[src/rtl/mem_wb_if.sv]
// mem_wb_if: MEM-to-WB pipeline bus.
// The mem_* signals are what the memory stage hands over; the wb_* signals are
// the registered copies presented to write-back (and, for LLbit, back to MEM
// as its bypass).
// Modports:
//   master - memory-stage side: drives mem_*, observes wb_*
//   slave  - pipeline register (mem_wb): reads mem_*, drives wb_*
interface mem_wb_if #(
    parameter int unsigned DATA_W = 32,
    parameter int unsigned ADDR_W = 5
);
    // Memory-stage requests
    logic [ADDR_W-1:0] mem_wd;
    logic              mem_wreg;
    logic [DATA_W-1:0] mem_wdata;
    logic [DATA_W-1:0] mem_hi;
    logic [DATA_W-1:0] mem_lo;
    logic              mem_whilo;
    logic              mem_LLbit_we;
    logic              mem_LLbit_value;

    // Registered write-back view
    logic [ADDR_W-1:0] wb_wd;
    logic              wb_wreg;
    logic [DATA_W-1:0] wb_wdata;
    logic [DATA_W-1:0] wb_hi;
    logic [DATA_W-1:0] wb_lo;
    logic              wb_whilo;
    logic              wb_LLbit_we;
    logic              wb_LLbit_value;

    modport master (
        output mem_wd, mem_wreg, mem_wdata, mem_hi, mem_lo, mem_whilo,
               mem_LLbit_we, mem_LLbit_value,
        input  wb_wd, wb_wreg, wb_wdata, wb_hi, wb_lo, wb_whilo,
               wb_LLbit_we, wb_LLbit_value
    );

    modport slave (
        input  mem_wd, mem_wreg, mem_wdata, mem_hi, mem_lo, mem_whilo,
               mem_LLbit_we, mem_LLbit_value,
        output wb_wd, wb_wreg, wb_wdata, wb_hi, wb_lo, wb_whilo,
               wb_LLbit_we, wb_LLbit_value
    );
endinterface

[src/rtl/mem_wb.sv]
// mem_wb: MEM/WB pipeline register merged with the architectural LLbit.
// Captures register-file, HI/LO and LLbit write requests from MEM, presents
// them to WB one cycle later, and commits a pending LLbit write the cycle
// after that. Honours the stall vector and the exception flush.
// Optional feature macro: MEM_WB_LLBIT_EN (LLbit path present when defined;
// otherwise wb_LLbit_* and LLbit_o are tied to 0 and no LLbit flops exist).
// Ports:
//   clk     - clock, rising edge
//   rst     - asynchronous active-low reset
//   stall   - stall vector; bit 4 = MEM stalled, bit 5 = WB stalled
//   flush   - exception/ERET flush
//   bus     - mem_wb_if.slave: mem_* requests in, registered wb_* out
//   LLbit_o - committed LLbit
module mem_wb #(
    parameter int unsigned DATA_W = 32,
    parameter int unsigned ADDR_W = 5
) (
    input  logic       clk,
    input  logic       rst,
    input  logic [5:0] stall,
    input  logic       flush,
    mem_wb_if.slave    bus,
    output logic       LLbit_o
);

    // Bubble when flushing, or when MEM stalls while WB keeps moving.
    logic bubble_c;
    logic load_c;

    assign bubble_c = flush | (stall[4] & ~stall[5]);
    assign load_c   = ~stall[4];

    // Register-file and HI/LO write requests.
    always_ff @(posedge clk or negedge rst) begin
        if (!rst) begin
            bus.wb_wd    <= ADDR_W'(0);
            bus.wb_wreg  <= 1'b0;
            bus.wb_wdata <= DATA_W'(0);
            bus.wb_hi    <= DATA_W'(0);
            bus.wb_lo    <= DATA_W'(0);
            bus.wb_whilo <= 1'b0;
        end else if (bubble_c) begin
            bus.wb_wd    <= ADDR_W'(0);
            bus.wb_wreg  <= 1'b0;
            bus.wb_wdata <= DATA_W'(0);
            bus.wb_hi    <= DATA_W'(0);
            bus.wb_lo    <= DATA_W'(0);
            bus.wb_whilo <= 1'b0;
        end else if (load_c) begin
            bus.wb_wd    <= bus.mem_wd;
            bus.wb_wreg  <= bus.mem_wreg;
            bus.wb_wdata <= bus.mem_wdata;
            bus.wb_hi    <= bus.mem_hi;
            bus.wb_lo    <= bus.mem_lo;
            bus.wb_whilo <= bus.mem_whilo;
        end
    end

`ifdef MEM_WB_LLBIT_EN
    // LLbit write request staged alongside the other WB fields.
    always_ff @(posedge clk or negedge rst) begin
        if (!rst) begin
            bus.wb_LLbit_we    <= 1'b0;
            bus.wb_LLbit_value <= 1'b0;
        end else if (bubble_c) begin
            bus.wb_LLbit_we    <= 1'b0;
            bus.wb_LLbit_value <= 1'b0;
        end else if (load_c) begin
            bus.wb_LLbit_we    <= bus.mem_LLbit_we;
            bus.wb_LLbit_value <= bus.mem_LLbit_value;
        end
    end

    // Architectural LLbit: a request already in WB commits even under stall.
    always_ff @(posedge clk or negedge rst) begin
        if (!rst) begin
            LLbit_o <= 1'b0;
        end else if (flush) begin
            LLbit_o <= 1'b0;
        end else if (bus.wb_LLbit_we) begin
            LLbit_o <= bus.wb_LLbit_value;
        end
    end

    logic unused_stall;
    assign unused_stall = ^stall[3:0];
`else
    // LLbit path absent: constant outputs, MEM LLbit requests ignored.
    assign bus.wb_LLbit_we    = 1'b0;
    assign bus.wb_LLbit_value = 1'b0;
    assign LLbit_o            = 1'b0;

    logic unused_inputs;
    assign unused_inputs = ^{stall[3:0], bus.mem_LLbit_we, bus.mem_LLbit_value};
`endif

endmodule

[src/flat_wrapper.sv]
// flat-port wrapper written by rule: the top's interface ports become plain ports
module mem_wb_flat 
#(
    parameter int unsigned DATA_W = 32,
    parameter int unsigned ADDR_W = 5
)
  (clk, rst, stall, flush, LLbit_o, bus_mem_wd, bus_mem_wreg, bus_mem_wdata, bus_mem_hi, bus_mem_lo, bus_mem_whilo, bus_mem_LLbit_we, bus_mem_LLbit_value, bus_wb_wd, bus_wb_wreg, bus_wb_wdata, bus_wb_hi, bus_wb_lo, bus_wb_whilo, bus_wb_LLbit_we, bus_wb_LLbit_value);
  mem_wb_if #(.DATA_W(DATA_W), .ADDR_W(ADDR_W)) bus_i ();
  input  logic clk;
  input  logic rst;
  input  logic [5:0] stall;
  input  logic flush;
  output logic LLbit_o;
  input wire logic [$bits(bus_i.mem_wd)-1:0] bus_mem_wd;
  input wire logic [$bits(bus_i.mem_wreg)-1:0] bus_mem_wreg;
  input wire logic [$bits(bus_i.mem_wdata)-1:0] bus_mem_wdata;
  input wire logic [$bits(bus_i.mem_hi)-1:0] bus_mem_hi;
  input wire logic [$bits(bus_i.mem_lo)-1:0] bus_mem_lo;
  input wire logic [$bits(bus_i.mem_whilo)-1:0] bus_mem_whilo;
  input wire logic [$bits(bus_i.mem_LLbit_we)-1:0] bus_mem_LLbit_we;
  input wire logic [$bits(bus_i.mem_LLbit_value)-1:0] bus_mem_LLbit_value;
  output wire logic [$bits(bus_i.wb_wd)-1:0] bus_wb_wd;
  output wire logic [$bits(bus_i.wb_wreg)-1:0] bus_wb_wreg;
  output wire logic [$bits(bus_i.wb_wdata)-1:0] bus_wb_wdata;
  output wire logic [$bits(bus_i.wb_hi)-1:0] bus_wb_hi;
  output wire logic [$bits(bus_i.wb_lo)-1:0] bus_wb_lo;
  output wire logic [$bits(bus_i.wb_whilo)-1:0] bus_wb_whilo;
  output wire logic [$bits(bus_i.wb_LLbit_we)-1:0] bus_wb_LLbit_we;
  output wire logic [$bits(bus_i.wb_LLbit_value)-1:0] bus_wb_LLbit_value;
  assign bus_i.mem_wd = bus_mem_wd;
  assign bus_i.mem_wreg = bus_mem_wreg;
  assign bus_i.mem_wdata = bus_mem_wdata;
  assign bus_i.mem_hi = bus_mem_hi;
  assign bus_i.mem_lo = bus_mem_lo;
  assign bus_i.mem_whilo = bus_mem_whilo;
  assign bus_i.mem_LLbit_we = bus_mem_LLbit_we;
  assign bus_i.mem_LLbit_value = bus_mem_LLbit_value;
  assign bus_wb_wd = bus_i.wb_wd;
  assign bus_wb_wreg = bus_i.wb_wreg;
  assign bus_wb_wdata = bus_i.wb_wdata;
  assign bus_wb_hi = bus_i.wb_hi;
  assign bus_wb_lo = bus_i.wb_lo;
  assign bus_wb_whilo = bus_i.wb_whilo;
  assign bus_wb_LLbit_we = bus_i.wb_LLbit_we;
  assign bus_wb_LLbit_value = bus_i.wb_LLbit_value;
  mem_wb #(.DATA_W(DATA_W), .ADDR_W(ADDR_W)) u_core (.clk(clk), .rst(rst), .stall(stall), .flush(flush), .bus(bus_i), .LLbit_o(LLbit_o));
endmodule
[config.mk]
export PLATFORM = sky130hd
export DESIGN_NAME = mem_wb_flat
export DESIGN_NICKNAME = d
export VERILOG_FILES = /design/src/rtl/mem_wb_if.sv /design/src/rtl/mem_wb.sv /design/src/flat_wrapper.sv
export SDC_FILE = /design/constraint.sdc
export NUM_CORES = 1
export LEC_CHECK = 0
export ABC_CLOCK_PERIOD_IN_PS = 800
export BUFFER_PORTS_ARGS = -buffer_cell sky130_fd_sc_hd__buf_2
export CAP_MARGIN = 20
export CORE_MARGIN = 1
export CORE_UTILIZATION = 40
export DETAILED_ROUTE_END_ITERATION = 6
export GPL_TIMING_DRIVEN = 1
export PLACE_DENSITY = 0.76
export SETUP_SLACK_MARGIN = 0.4
export SLEW_MARGIN = 20
export SYNTH_ARGS = -nofsm -noshare
export SYNTH_HDL_FRONTEND = slang
export SYNTH_SLANG_ARGS = --single-unit
[constraint.sdc]
create_clock -name clk -period 0.8 [get_ports clk]
set_input_delay 0.04 -clock clk [delete_from_list [all_inputs] [get_ports clk]]
set_output_delay 0.04 -clock clk [all_outputs]
set_load 0.005 [all_outputs]
==> impl_metrics.xml, run 1 <==
<?xml version="1.0" encoding="UTF-8"?>
<metrics>
  <group name="drt">
    <metric name="route.detailed.wl_per_inst" unit="um">16.1</metric>
    <metric name="final_antenna_net_count" unit="">0</metric>
    <metric name="via_count" unit="">4499</metric>
    <metric name="finalWirelength" unit="um">14400</metric>
    <metric name="dr_pass1_iterations" unit="">4</metric>
    <metric name="detail_route.iter0.violations" unit="">232</metric>
    <metric name="drc" unit="">0</metric>
    <metric name="avgViaCountPerCell" unit="">5.06</metric>
  </group>
  <group name="clocking">
    <metric name="clock_tree.htree_level_count" unit="">3</metric>
    <metric name="cts.root.buffer_cell" unit="">clkbuf_16</metric>
    <metric name="cts.sink_count" unit="">103</metric>
    <metric name="clkTransAtPathRegs" unit="ns">0.07</metric>
    <metric name="cts-buffers-inserted" unit="">9</metric>
    <metric name="clockBufferDepth" unit="">2</metric>
    <metric name="cts_tree" unit="">built</metric>
    <metric name="clkLatencyLatePin" unit="ns">0.34</metric>
  </group>
  <group name="run">
    <metric name="timing.max_cap.violations" unit="">0</metric>
  </group>
  <group name="floorplanning">
    <metric name="die-width" unit="um">113</metric>
    <metric name="die_span_in_y" unit="um">113</metric>
    <metric name="io-pin-count" unit="">220</metric>
    <metric name="floorplan.core_area" unit="um2">12000</metric>
    <metric name="full_die_area" unit="um2">12800</metric>
    <metric name="initial_utilization" unit="%">41.0</metric>
    <metric name="placementRows" unit="">40</metric>
  </group>
  <group name="synth">
    <metric name="synth_top_area_share" unit="%">52.3</metric>
    <metric name="syn_inst" unit="">461</metric>
    <metric name="synth_top_area_cell" unit="">dfrtp_1</metric>
    <metric name="synth-adder-area-share" unit="%">0</metric>
    <metric name="synth-compound-area-share" unit="%">13.5</metric>
    <metric name="synthTopCellsByArea" unit="">dfrtp_1 52%, nand2b_1 13%, nand3_2 8.1%</metric>
    <metric name="dominant_combinational_cell_family_by_area_after_synthesis" unit="">simple AND/OR/NAND/NOR gates</metric>
    <metric name="postSynthAreaPerCell" unit="um2">10.7</metric>
    <metric name="yosys_most_used_dff" unit="">dfrtp_1</metric>
    <metric name="ys_async_sr_fraction" unit="%">100</metric>
    <metric name="synth_top_cells_by_count" unit="">103 x dfrtp_1, 103 x nand2b_1, 63 x a21oi_1, 63 x nand3_1</metric>
    <metric name="synth.ff_latch_count" unit="">103</metric>
    <metric name="synth-edff-count" unit="">0</metric>
    <metric name="synthXorXnorAreaFrac" unit="%">0</metric>
    <metric name="ys_types" unit="">13</metric>
    <metric name="post_synth_mux_area_share" unit="%">0</metric>
    <metric name="synth_simple_gate_area_share" unit="%">27.6</metric>
    <metric name="yosysWarnings" unit="">0</metric>
    <metric name="synth_sequential_area_ratio" unit="%">52.3</metric>
    <metric name="post_synth_instance_area" unit="um2">4930</metric>
  </group>
  <group name="layout">
    <metric name="fill_cells" unit="">923</metric>
    <metric name="area_growth_syn_to_layout" unit="%">58.4</metric>
    <metric name="multiInputGateArea" unit="um2">2490</metric>
    <metric name="layout-drive-gt1-share" unit="%">66.4</metric>
    <metric name="antenna_cells" unit="">0</metric>
    <metric name="register_area" unit="um2">2580</metric>
    <metric name="final_cell_count_no_fill" unit="">890</metric>
    <metric name="finalNetCount" unit="">852</metric>
  </group>
  <group name="global_route">
    <metric name="grt_pass1_wl" unit="um">21000</metric>
    <metric name="gr-max-usage-layer" unit="">met2</metric>
    <metric name="grt_use_met3" unit="%">5.03</metric>
    <metric name="grt_pass1_vias" unit="">4357</metric>
    <metric name="grt_start_max_net_pins" unit="">54</metric>
    <metric name="grt_use_met2" unit="%">36.4</metric>
    <metric name="grt_use_met1" unit="%">24.5</metric>
    <metric name="grt_antenna_before_repair" unit="">0</metric>
    <metric name="groute.usage.overall" unit="%">20.8</metric>
    <metric name="grt.overflow.total" unit="">0</metric>
  </group>
  <group name="power">
    <metric name="vdd_drop_max" unit="mV">1.06</metric>
    <metric name="leakage" unit="nW">3.60</metric>
    <metric name="cellPowerDensity" unit="nW/um2">1540</metric>
  </group>
  <group name="setup_path">
    <metric name="worstPathMaxFanout" unit="">2</metric>
    <metric name="critical_path_required" unit="ns">0.76</metric>
    <metric name="cp_top_family" unit="">flip-flops</metric>
    <metric name="critPathBufInv" unit="">1</metric>
    <metric name="cp.depth" unit="">1</metric>
    <metric name="path_cells" unit="">buf_2</metric>
    <metric name="timing.critical_path.slowest_cell_delay" unit="ns">0.41</metric>
    <metric name="worst_setup_path_end_kind" unit="">primary output</metric>
    <metric name="start_kind" unit="">flip-flop</metric>
    <metric name="crit-reg2reg-launch" unit="">u_core.bus.wb_hi[18]$_DFFE_PN0P_</metric>
    <metric name="path_class" unit="">flip-flop to primary output</metric>
    <metric name="critPathLaunch" unit="">u_core.bus.wb_hi[16]$_DFFE_PN0P_</metric>
    <metric name="endpoint_arrival_time_on_the_critical_path" unit="ns">0.90</metric>
    <metric name="reg2reg_depth" unit="">4</metric>
    <metric name="critPathSlowestCell" unit="">dfrtp_1</metric>
  </group>
  <group name="timing">
    <metric name="hold_violation_total_from_the_final_report" unit="">204</metric>
    <metric name="setup_viol" unit="">124</metric>
    <metric name="postLayoutSetupSlackWorst" unit="ns">-0.137</metric>
    <metric name="time_the_final_worst_path_needs_with_i_o_delays_and_setup" unit="ns">0.937</metric>
    <metric name="clock_skew" unit="ns">0</metric>
    <metric name="final.period_utilization" unit="%">117</metric>
    <metric name="hold_slack" unit="ns">-0.430</metric>
    <metric name="unrepaired_setup_endpoints_after_global_routing" unit="">true</metric>
    <metric name="fmax" unit="MHz">1070</metric>
    <metric name="slew_violations" unit="">0</metric>
  </group>
  <group name="place">
    <metric name="place_hpwl" unit="um">8310</metric>
    <metric name="portBuffers" unit="">210</metric>
    <metric name="dpl.cell_count" unit="">792</metric>
    <metric name="worst_setup_slack_post_dpl" unit="ns">-0.0120</metric>
    <metric name="finalWeightedCongestion" unit="">0.759</metric>
  </group>
  <group name="outcome">
    <metric name="run_status" unit="">finished, violations left</metric>
    <metric name="violated_checks" unit="">hold timing, setup timing</metric>
  </group>
  <group name="worst_hold_path">
    <metric name="min-delay-path-class" unit="">primary input to async pin</metric>
  </group>
</metrics>
-- final timing paths --
check                                                            to  slack [ns]
max in group asynchronous           u_core.bus.wb_wd[0]$_DFFE_PN0P_        0.75
min in group clk                u_core.bus.wb_wdata[29]$_DFFE_PN0P_       -0.06
worst min register to register      u_core.bus.wb_wd[4]$_DFFE_PN0P_        0.53
worst max-delay path                                  bus_wb_hi[16]       -0.14
worst min-delay path               u_core.bus.wb_lo[26]$_DFFE_PN0P_       -0.43
worst max register to register     u_core.bus.wb_hi[18]$_DFFE_PN0P_       -0.08
-- sequential cells by signal (all words and copies together), names as in the netlist --
signal	flops
u_core.bus.wb_lo	32
u_core.bus.wb_hi	32
u_core.bus.wb_wd	5
u_core.bus.wb_whilo	1
u_core.bus.wb_wreg	1
u_core.bus.wb_wdata	32
-- repair_timing --
action                                  CTS  global route
pin swaps                                86             7
resized for setup                        70           106
gates cloned                              0             0
setup buffers                            43            39
endpoints found under the hold margin   206           206
endpoints found under the setup margin  206           206
-- logic make-up after synthesis --
group,after synthesis
flip-flops,103
AO/OA/AOI/OAI,103
buffers and inverters,48
other,1
AND/OR/NAND/NOR,206
-- per-layer routing --
layer / part of all wire [%] / wire length [um] / vias up
met5: 0 / 0 / -
met4: 2.7 / 385 / 0
met2: 52 / 7450 / 150
li1: - / - / 2112
met3: 5.3 / 759 / 32
met1: 40 / 5760 / 2205
-- final cells by class --
| type | instances | share of cell area (%) |
|---|---|---|
| well taps | 147 | 2.36 |
| clock buffers | 12 | 3.29 |
| clock inverters | 4 | 0.256 |
| repair buffers | 312 | 29.2 |
| multi-input cells | 312 | 31.9 |
| flip-flops and latches | 103 | 33.0 |
-- power breakdown --
group	switching, mW	total [mW]	internal [mW]
Clock	1.89	4.15	2.26
Sequential	0.161	5.60	5.44
Combinational	1.11	2.25	1.14
-- per-stage QoR --
step | total power [mW] | util (%) | setup TNS, ns | instance area [um2] | hold slack [ns]
final | 12.0 | 65.0 | -12.17 | 7800 | -0.430
after global routing | 12.5 | 65.0 | -16.03 | 7800 | -0.440
after floorplan | 6.50 | - | 0 | 4940 | -0.256
after global placement | 7.25 | 51.3 | 0 | 6160 | -0.0618
after CTS | 11.8 | 58.6 | -12.04 | 7040 | -0.442
after detailed placement | 7.32 | 51.3 | -0.0146 | 6160 | -0.0638
-- cells in the final DEF, fill, tap and decap left out, drive strengths merged --
master and instances:
clkbuf 12, nand3 103, clkinv 4, buf 312
conb 3, dfrtp 103, nand2b 103, a21oi 103
No activity file was read; power rests on OpenSTA's default activity.
==> run 2: changes to the inputs <==
PLACE_DENSITY = unset   (was 0.76)
PLACE_DENSITY_LB_ADDON = 0.3   (was unset)
==> impl_metrics.xml, run 2 (synthesis gave the netlist of run 1 again) <==
<?xml version="1.0" encoding="UTF-8"?>
<metrics>
  <group name="outcome">
    <metric name="run_status" unit="">finished, violations left</metric>
    <metric name="violated_checks" unit="">hold timing, setup timing</metric>
  </group>
  <group name="setup_path">
    <metric name="path_cells" unit="">buf_2</metric>
    <metric name="critPathBufInv" unit="">1</metric>
    <metric name="critical_path_required" unit="ns">0.76</metric>
    <metric name="start_kind" unit="">flip-flop</metric>
    <metric name="reg2reg_depth" unit="">4</metric>
    <metric name="worst_setup_path_end_kind" unit="">primary output</metric>
    <metric name="path_class" unit="">flip-flop to primary output</metric>
    <metric name="endpoint_arrival_time_on_the_critical_path" unit="ns">0.90</metric>
    <metric name="timing.critical_path.slowest_cell_delay" unit="ns">0.41</metric>
    <metric name="critPathSlowestCell" unit="">dfrtp_1</metric>
    <metric name="cp_top_family" unit="">flip-flops</metric>
    <metric name="worstPathMaxFanout" unit="">2</metric>
    <metric name="rrSetupSlack" unit="ns">-0.08</metric>
    <metric name="crit-reg2reg-launch" unit="">u_core.bus.wb_hi[23]$_DFFE_PN0P_</metric>
    <metric name="critical_path.reg2reg.endpoint" unit="">u_core.bus.wb_hi[23]$_DFFE_PN0P_</metric>
  </group>
  <group name="drt">
    <metric name="final_antenna_net_count" unit="">0</metric>
    <metric name="avgViaCountPerCell" unit="">4.92</metric>
    <metric name="drc" unit="">0</metric>
    <metric name="route.detailed.wl_per_inst" unit="um">14.9</metric>
    <metric name="detail_route.iter0.violations" unit="">214</metric>
    <metric name="dr_pass1_iterations" unit="">4</metric>
    <metric name="finalWirelength" unit="um">13300</metric>
    <metric name="via_count" unit="">4411</metric>
  </group>
  <group name="floorplanning">
    <metric name="floorplan.core_area" unit="um2">12000</metric>
    <metric name="io-pin-count" unit="">220</metric>
    <metric name="placementRows" unit="">40</metric>
    <metric name="die-width" unit="um">113</metric>
    <metric name="full_die_area" unit="um2">12800</metric>
    <metric name="die_span_in_y" unit="um">113</metric>
    <metric name="initial_utilization" unit="%">41.0</metric>
  </group>
  <group name="timing">
    <metric name="fmax" unit="MHz">1060</metric>
    <metric name="unrepaired_setup_endpoints_after_global_routing" unit="">true</metric>
    <metric name="hold_violation_total_from_the_final_report" unit="">206</metric>
    <metric name="final.period_utilization" unit="%">118</metric>
    <metric name="postLayoutSetupSlackWorst" unit="ns">-0.142</metric>
    <metric name="setup_viol" unit="">128</metric>
    <metric name="slew_violations" unit="">0</metric>
    <metric name="clock_skew" unit="ns">0</metric>
    <metric name="hold_slack" unit="ns">-0.458</metric>
    <metric name="time_the_final_worst_path_needs_with_i_o_delays_and_setup" unit="ns">0.942</metric>
  </group>
  <group name="run">
    <metric name="timing.max_cap.violations" unit="">0</metric>
  </group>
  <group name="layout">
    <metric name="register_area" unit="um2">2580</metric>
    <metric name="antenna_cells" unit="">0</metric>
    <metric name="finalNetCount" unit="">858</metric>
    <metric name="biggestRegsByFlops" unit="">u_core.bus.wb_hi (32), u_core.bus.wb_lo (32), u_core.bus.wb_wdata (32)</metric>
    <metric name="mostFrequentLayoutCells" unit="">206 x buf_2, 103 x nand2b_1, 103 x dfrtp_1</metric>
    <metric name="multiInputGateArea" unit="um2">2430</metric>
    <metric name="area_growth_syn_to_layout" unit="%">58.6</metric>
    <metric name="fill_cells" unit="">979</metric>
    <metric name="layout-drive-gt1-share" unit="%">66.0</metric>
    <metric name="final_common_cell" unit="">buf_2</metric>
  </group>
  <group name="global_route">
    <metric name="grt_start_max_net_pins" unit="">55</metric>
    <metric name="grt_pass1_vias" unit="">4241</metric>
    <metric name="grt_antenna_before_repair" unit="">1</metric>
    <metric name="grt.overflow.total" unit="">0</metric>
    <metric name="grt_pass1_wl" unit="um">20400</metric>
    <metric name="groute.usage.overall" unit="%">20.2</metric>
  </group>
  <group name="power">
    <metric name="vdd_drop_max" unit="mV">1.06</metric>
    <metric name="leakage" unit="nW">3.64</metric>
    <metric name="total_power" unit="mW">12.1</metric>
    <metric name="cellPowerDensity" unit="nW/um2">1550</metric>
  </group>
  <group name="clocking">
    <metric name="clkTransAtPathRegs" unit="ns">0.07</metric>
    <metric name="clockBufferDepth" unit="">2</metric>
    <metric name="cts.sink_count" unit="">103</metric>
    <metric name="clkLatencyLatePin" unit="ns">0.34</metric>
    <metric name="cts-buffers-inserted" unit="">9</metric>
    <metric name="clock_tree.htree_level_count" unit="">3</metric>
    <metric name="cts_tree" unit="">built</metric>
    <metric name="cts.root.buffer_cell" unit="">clkbuf_16</metric>
  </group>
  <group name="place">
    <metric name="finalWeightedCongestion" unit="">0.713</metric>
    <metric name="portBuffers" unit="">210</metric>
    <metric name="place_hpwl" unit="um">8370</metric>
    <metric name="worst_setup_slack_post_dpl" unit="ns">-0.0215</metric>
  </group>
  <group name="worst_hold_path">
    <metric name="min-delay-path-class" unit="">primary input to async pin</metric>
  </group>
</metrics>
run 2: layout make-up:
| class | count | area share, % |
|---|---|---|
| clock buffers | 10 | 2.93 |
| clock inverters | 6 | 0.785 |
| repair buffers | 318 | 29.9 |
| multi-input cells | 312 | 31.1 |
| flip-flops and latches | 103 | 33.0 |
| well taps | 147 | 2.35 |
run 2: metrics by stage:
step | util, % | cell area [um2] | hold slack (ns) | setup TNS (ns) | instances
after CTS | 59.0 | 7090 | -0.472 | -12.30 | 854
after global placement | 51.6 | 6200 | -0.0904 | 0 | 795
after global routing | 65.1 | 7820 | -0.465 | -16.03 | 896
after detailed placement | 51.6 | 6200 | -0.0917 | -0.0266 | 795
after floorplan | - | 4940 | -0.256 | 0 | 463
final | 65.1 | 7820 | -0.458 | -12.02 | 896
run 2: routing by layer:
metal	share of wire, %	up-vias	global-route usage [%]	wire [um]
met5	0.075	-	0	10
met4	1.5	2	7.89	196
met3	6.7	17	5.57	890
met2	48	148	32.6	6350
met1	44	2125	25.9	5860
li1	-	2119	-	-
run 2: worst max path at each step:
stage | from | endpoint | slack (ns) | cells after the start
2_1_floorplan | stall[4] | u_core.bus.wb_hi[10]$_DFFE_PN0P_ | 0.03 | 6
3_3_place_gp | stall[4] | u_core.bus.wb_hi[17]$_DFFE_PN0P_ | 0.02 | 4
3_5_place_dp | stall[4] | u_core.bus.wb_wdata[8]$_DFFE_PN0P_ | -0.02 | 4
4_1_cts | u_core.bus.wb_wdata[11]$_DFFE_PN0P_ | bus_wb_wdata[11] | -0.15 | 1
5_1_grt | u_core.bus.wb_hi[17]$_DFFE_PN0P_ | bus_wb_hi[17] | -0.16 | 1
6_report | u_core.bus.wb_lo[9]$_DFFE_PN0P_ | bus_wb_lo[9] | -0.14 | 1
run 2: power by group:
| part | total [mW] | switching, mW | internal, mW |
|---|---|---|---|
| sequential | 5.60 | 0.157 | 5.44 |
| combinational | 2.22 | 1.06 | 1.16 |
| clock | 4.32 | 1.90 | 2.42 |
run 2: what timing repair did:
item	in CTS	in global routing
pin swaps	90	12
setup buffers	43	42
gates resized for setup	69	96
setup endpoints to repair	206	206
hold endpoints to repair	206	206
run 2: worst reg2reg max path, stage by stage, from the launching register on:
cell	delay [ns]
dfrtp_1	0.40
buf_4	0.14
buf_6	0.10
nand3_2	0.06
a21oi_2	0.05
==> run 3: changes to the inputs <==
PLACE_DENSITY_LB_ADDON = 0.08   (was 0.3)
==> impl_metrics.xml, run 3 (synthesis gave the netlist of run 1 again) <==
<?xml version="1.0" encoding="UTF-8"?>
<metrics>
  <group name="outcome">
    <metric name="run_status" unit="">finished, violations left</metric>
    <metric name="violated_checks" unit="">hold timing, setup timing</metric>
  </group>
  <group name="floorplanning">
    <metric name="initial_utilization" unit="%">41.0</metric>
    <metric name="placementRows" unit="">40</metric>
    <metric name="full_die_area" unit="um2">12800</metric>
    <metric name="die-width" unit="um">113</metric>
    <metric name="floorplan.core_area" unit="um2">12000</metric>
    <metric name="io-pin-count" unit="">220</metric>
    <metric name="die_span_in_y" unit="um">113</metric>
  </group>
  <group name="timing">
    <metric name="clock_skew" unit="ns">0</metric>
    <metric name="slew_violations" unit="">0</metric>
    <metric name="unrepaired_setup_endpoints_after_global_routing" unit="">true</metric>
    <metric name="time_the_final_worst_path_needs_with_i_o_delays_and_setup" unit="ns">0.919</metric>
    <metric name="fmax" unit="MHz">1090</metric>
    <metric name="setup_viol" unit="">130</metric>
    <metric name="hold_violation_total_from_the_final_report" unit="">206</metric>
    <metric name="postLayoutSetupSlackWorst" unit="ns">-0.119</metric>
    <metric name="hold_slack" unit="ns">-0.452</metric>
    <metric name="final.period_utilization" unit="%">115</metric>
  </group>
  <group name="drt">
    <metric name="final_antenna_net_count" unit="">0</metric>
    <metric name="finalWirelength" unit="um">13700</metric>
    <metric name="route.detailed.wl_per_inst" unit="um">15.2</metric>
    <metric name="via_count" unit="">4420</metric>
    <metric name="dr_pass1_iterations" unit="">4</metric>
    <metric name="drc" unit="">0</metric>
    <metric name="detail_route.iter0.violations" unit="">194</metric>
    <metric name="avgViaCountPerCell" unit="">4.92</metric>
  </group>
  <group name="global_route">
    <metric name="grt_start_max_net_pins" unit="">51</metric>
    <metric name="grt.overflow.total" unit="">0</metric>
    <metric name="grt_pass1_vias" unit="">4266</metric>
    <metric name="grt_use_met3" unit="%">6.05</metric>
    <metric name="grt_use_met1" unit="%">25.8</metric>
    <metric name="gr-max-usage-layer" unit="">met2</metric>
    <metric name="groute.usage.overall" unit="%">20.5</metric>
    <metric name="grt_antenna_before_repair" unit="">0</metric>
    <metric name="grt_use_met2" unit="%">33.3</metric>
    <metric name="grt_pass1_wl" unit="um">20800</metric>
  </group>
  <group name="layout">
    <metric name="layout-drive-gt1-share" unit="%">64.3</metric>
    <metric name="antenna_cells" unit="">0</metric>
    <metric name="area_growth_syn_to_layout" unit="%">57.7</metric>
    <metric name="mostFrequentLayoutCells" unit="">205 x buf_2, 103 x nand2b_1, 103 x dfrtp_1</metric>
    <metric name="final_core_utilization" unit="%">64.7</metric>
    <metric name="final_common_cell" unit="">buf_2</metric>
    <metric name="finalNetCount" unit="">862</metric>
    <metric name="biggestRegsByFlops" unit="">u_core.bus.wb_hi (32), u_core.bus.wb_lo (32), u_core.bus.wb_wdata (32)</metric>
    <metric name="fill_cells" unit="">1036</metric>
  </group>
  <group name="power">
    <metric name="cellPowerDensity" unit="nW/um2">1530</metric>
    <metric name="power.switching" unit="mW">3.06</metric>
    <metric name="leakage" unit="nW">3.64</metric>
    <metric name="vdd_drop_max" unit="mV">0.938</metric>
    <metric name="pwr-share-seq" unit="%">46.9</metric>
    <metric name="power.share.switching" unit="%">25.7</metric>
    <metric name="clock_power_share" unit="%">34.4</metric>
    <metric name="combPwrFrac" unit="%">18.6</metric>
    <metric name="cellInternalPower" unit="mW">8.86</metric>
  </group>
  <group name="place">
    <metric name="place_hpwl" unit="um">8490</metric>
    <metric name="portBuffers" unit="">210</metric>
    <metric name="finalWeightedCongestion" unit="">0.732</metric>
  </group>
  <group name="setup_path">
    <metric name="start_kind" unit="">flip-flop</metric>
    <metric name="worst_setup_path_end_kind" unit="">primary output</metric>
    <metric name="critPathSlowestCell" unit="">dfrtp_1</metric>
    <metric name="cp_top_family" unit="">flip-flops</metric>
    <metric name="endpoint_arrival_time_on_the_critical_path" unit="ns">0.88</metric>
    <metric name="path_class" unit="">flip-flop to primary output</metric>
    <metric name="worstPathMaxFanout" unit="">2</metric>
    <metric name="timing.critical_path.slowest_cell_delay" unit="ns">0.40</metric>
    <metric name="critical_path_required" unit="ns">0.76</metric>
    <metric name="path_cells" unit="">buf_2</metric>
    <metric name="critPathBufInv" unit="">1</metric>
  </group>
  <group name="clocking">
    <metric name="cts_tree" unit="">built</metric>
    <metric name="cts-buffers-inserted" unit="">9</metric>
    <metric name="clkTransAtPathRegs" unit="ns">0.06</metric>
    <metric name="clkLatencyLatePin" unit="ns">0.34</metric>
    <metric name="clockBufferDepth" unit="">2</metric>
    <metric name="cts.sink_count" unit="">103</metric>
    <metric name="clock_tree.htree_level_count" unit="">3</metric>
    <metric name="cts.root.buffer_cell" unit="">clkbuf_16</metric>
  </group>
  <group name="worst_hold_path">
    <metric name="min-delay-path-class" unit="">primary input to async pin</metric>
  </group>
  <group name="run">
    <metric name="timing.max_cap.violations" unit="">0</metric>
  </group>
</metrics>
-- run 3: worst paths after layout --
check,to,depth (start not counted),slack (ns),startpoint
setup / recovery,bus_wb_wdata[1],1,-0.12,u_core.bus.wb_wdata[1]$_DFFE_PN0P_
hold / removal,u_core.bus.wb_lo[10]$_DFFE_PN0P_,1,-0.45,rst
setup reg to reg,u_core.bus.wb_lo[11]$_DFFE_PN0P_,4,-0.06,u_core.bus.wb_lo[11]$_DFFE_PN0P_
hold reg to reg,u_core.bus.wb_hi[0]$_DFFE_PN0P_,2,0.53,u_core.bus.wb_hi[0]$_DFFE_PN0P_
max in group asynchronous,u_core.bus.wb_wdata[12]$_DFFE_PN0P_,2,0.78,rst
min in group clk,u_core.bus.wb_hi[0]$_DFFE_PN0P_,3,-0.06,bus_mem_hi[0]
-- run 3: what timing repair did --
item	CTS	global route
endpoints found under the hold margin	206	206
pin swaps	66	6
gates cloned	0	0
setup buffers	51	40
endpoints found under the setup margin	206	206
gates resized for setup	70	92
-- run 3: routing by layer --
metal / wire (um) / vias to the layer above
li1: - / 2125
met1: 5760 / 2144
met2: 6770 / 136
met4: 212 / 0
met5: 0 / -
met3: 953 / 15
-- run 3: area by class of cell --
type                       instances  area [um2]  share of cell area [%]
timing repair buffer             322        2380                    30.6
clock buffer                      13         260                    3.35
multi-input combinational        312        2360                    30.4
clock inverter                     1        5.00                  0.0644
tap                              147         184                    2.37
sequential                       103        2580                    33.2
-- run 3: metrics by stage --
stage	setup WS, ns	instance area (um2)	power [mW]	TNS (ns)	cells
2_1_floorplan	0.0342	4940	6.50	0	463
3_3_place_gp	0.0270	6160	7.28	0	793
3_5_place_dp	-0.00385	6160	7.31	-0.00661	793
4_1_cts	-0.135	7090	11.7	-12.10	858
5_1_grt	-0.155	7770	12.4	-15.26	898
6_report	-0.119	7770	11.9	-11.41	898
-- run 3: power groups by stage --
stage          Combinational (mW)  Sequential, mW  Clock [mW]
2_1_floorplan               0.802            5.70           0
3_3_place_gp                 1.61            5.67           0
3_5_place_dp                 1.63            5.68           0
4_1_cts                      1.93            5.58        4.23
5_1_grt                      2.42            5.61        4.41
6_report                     2.22            5.59        4.10
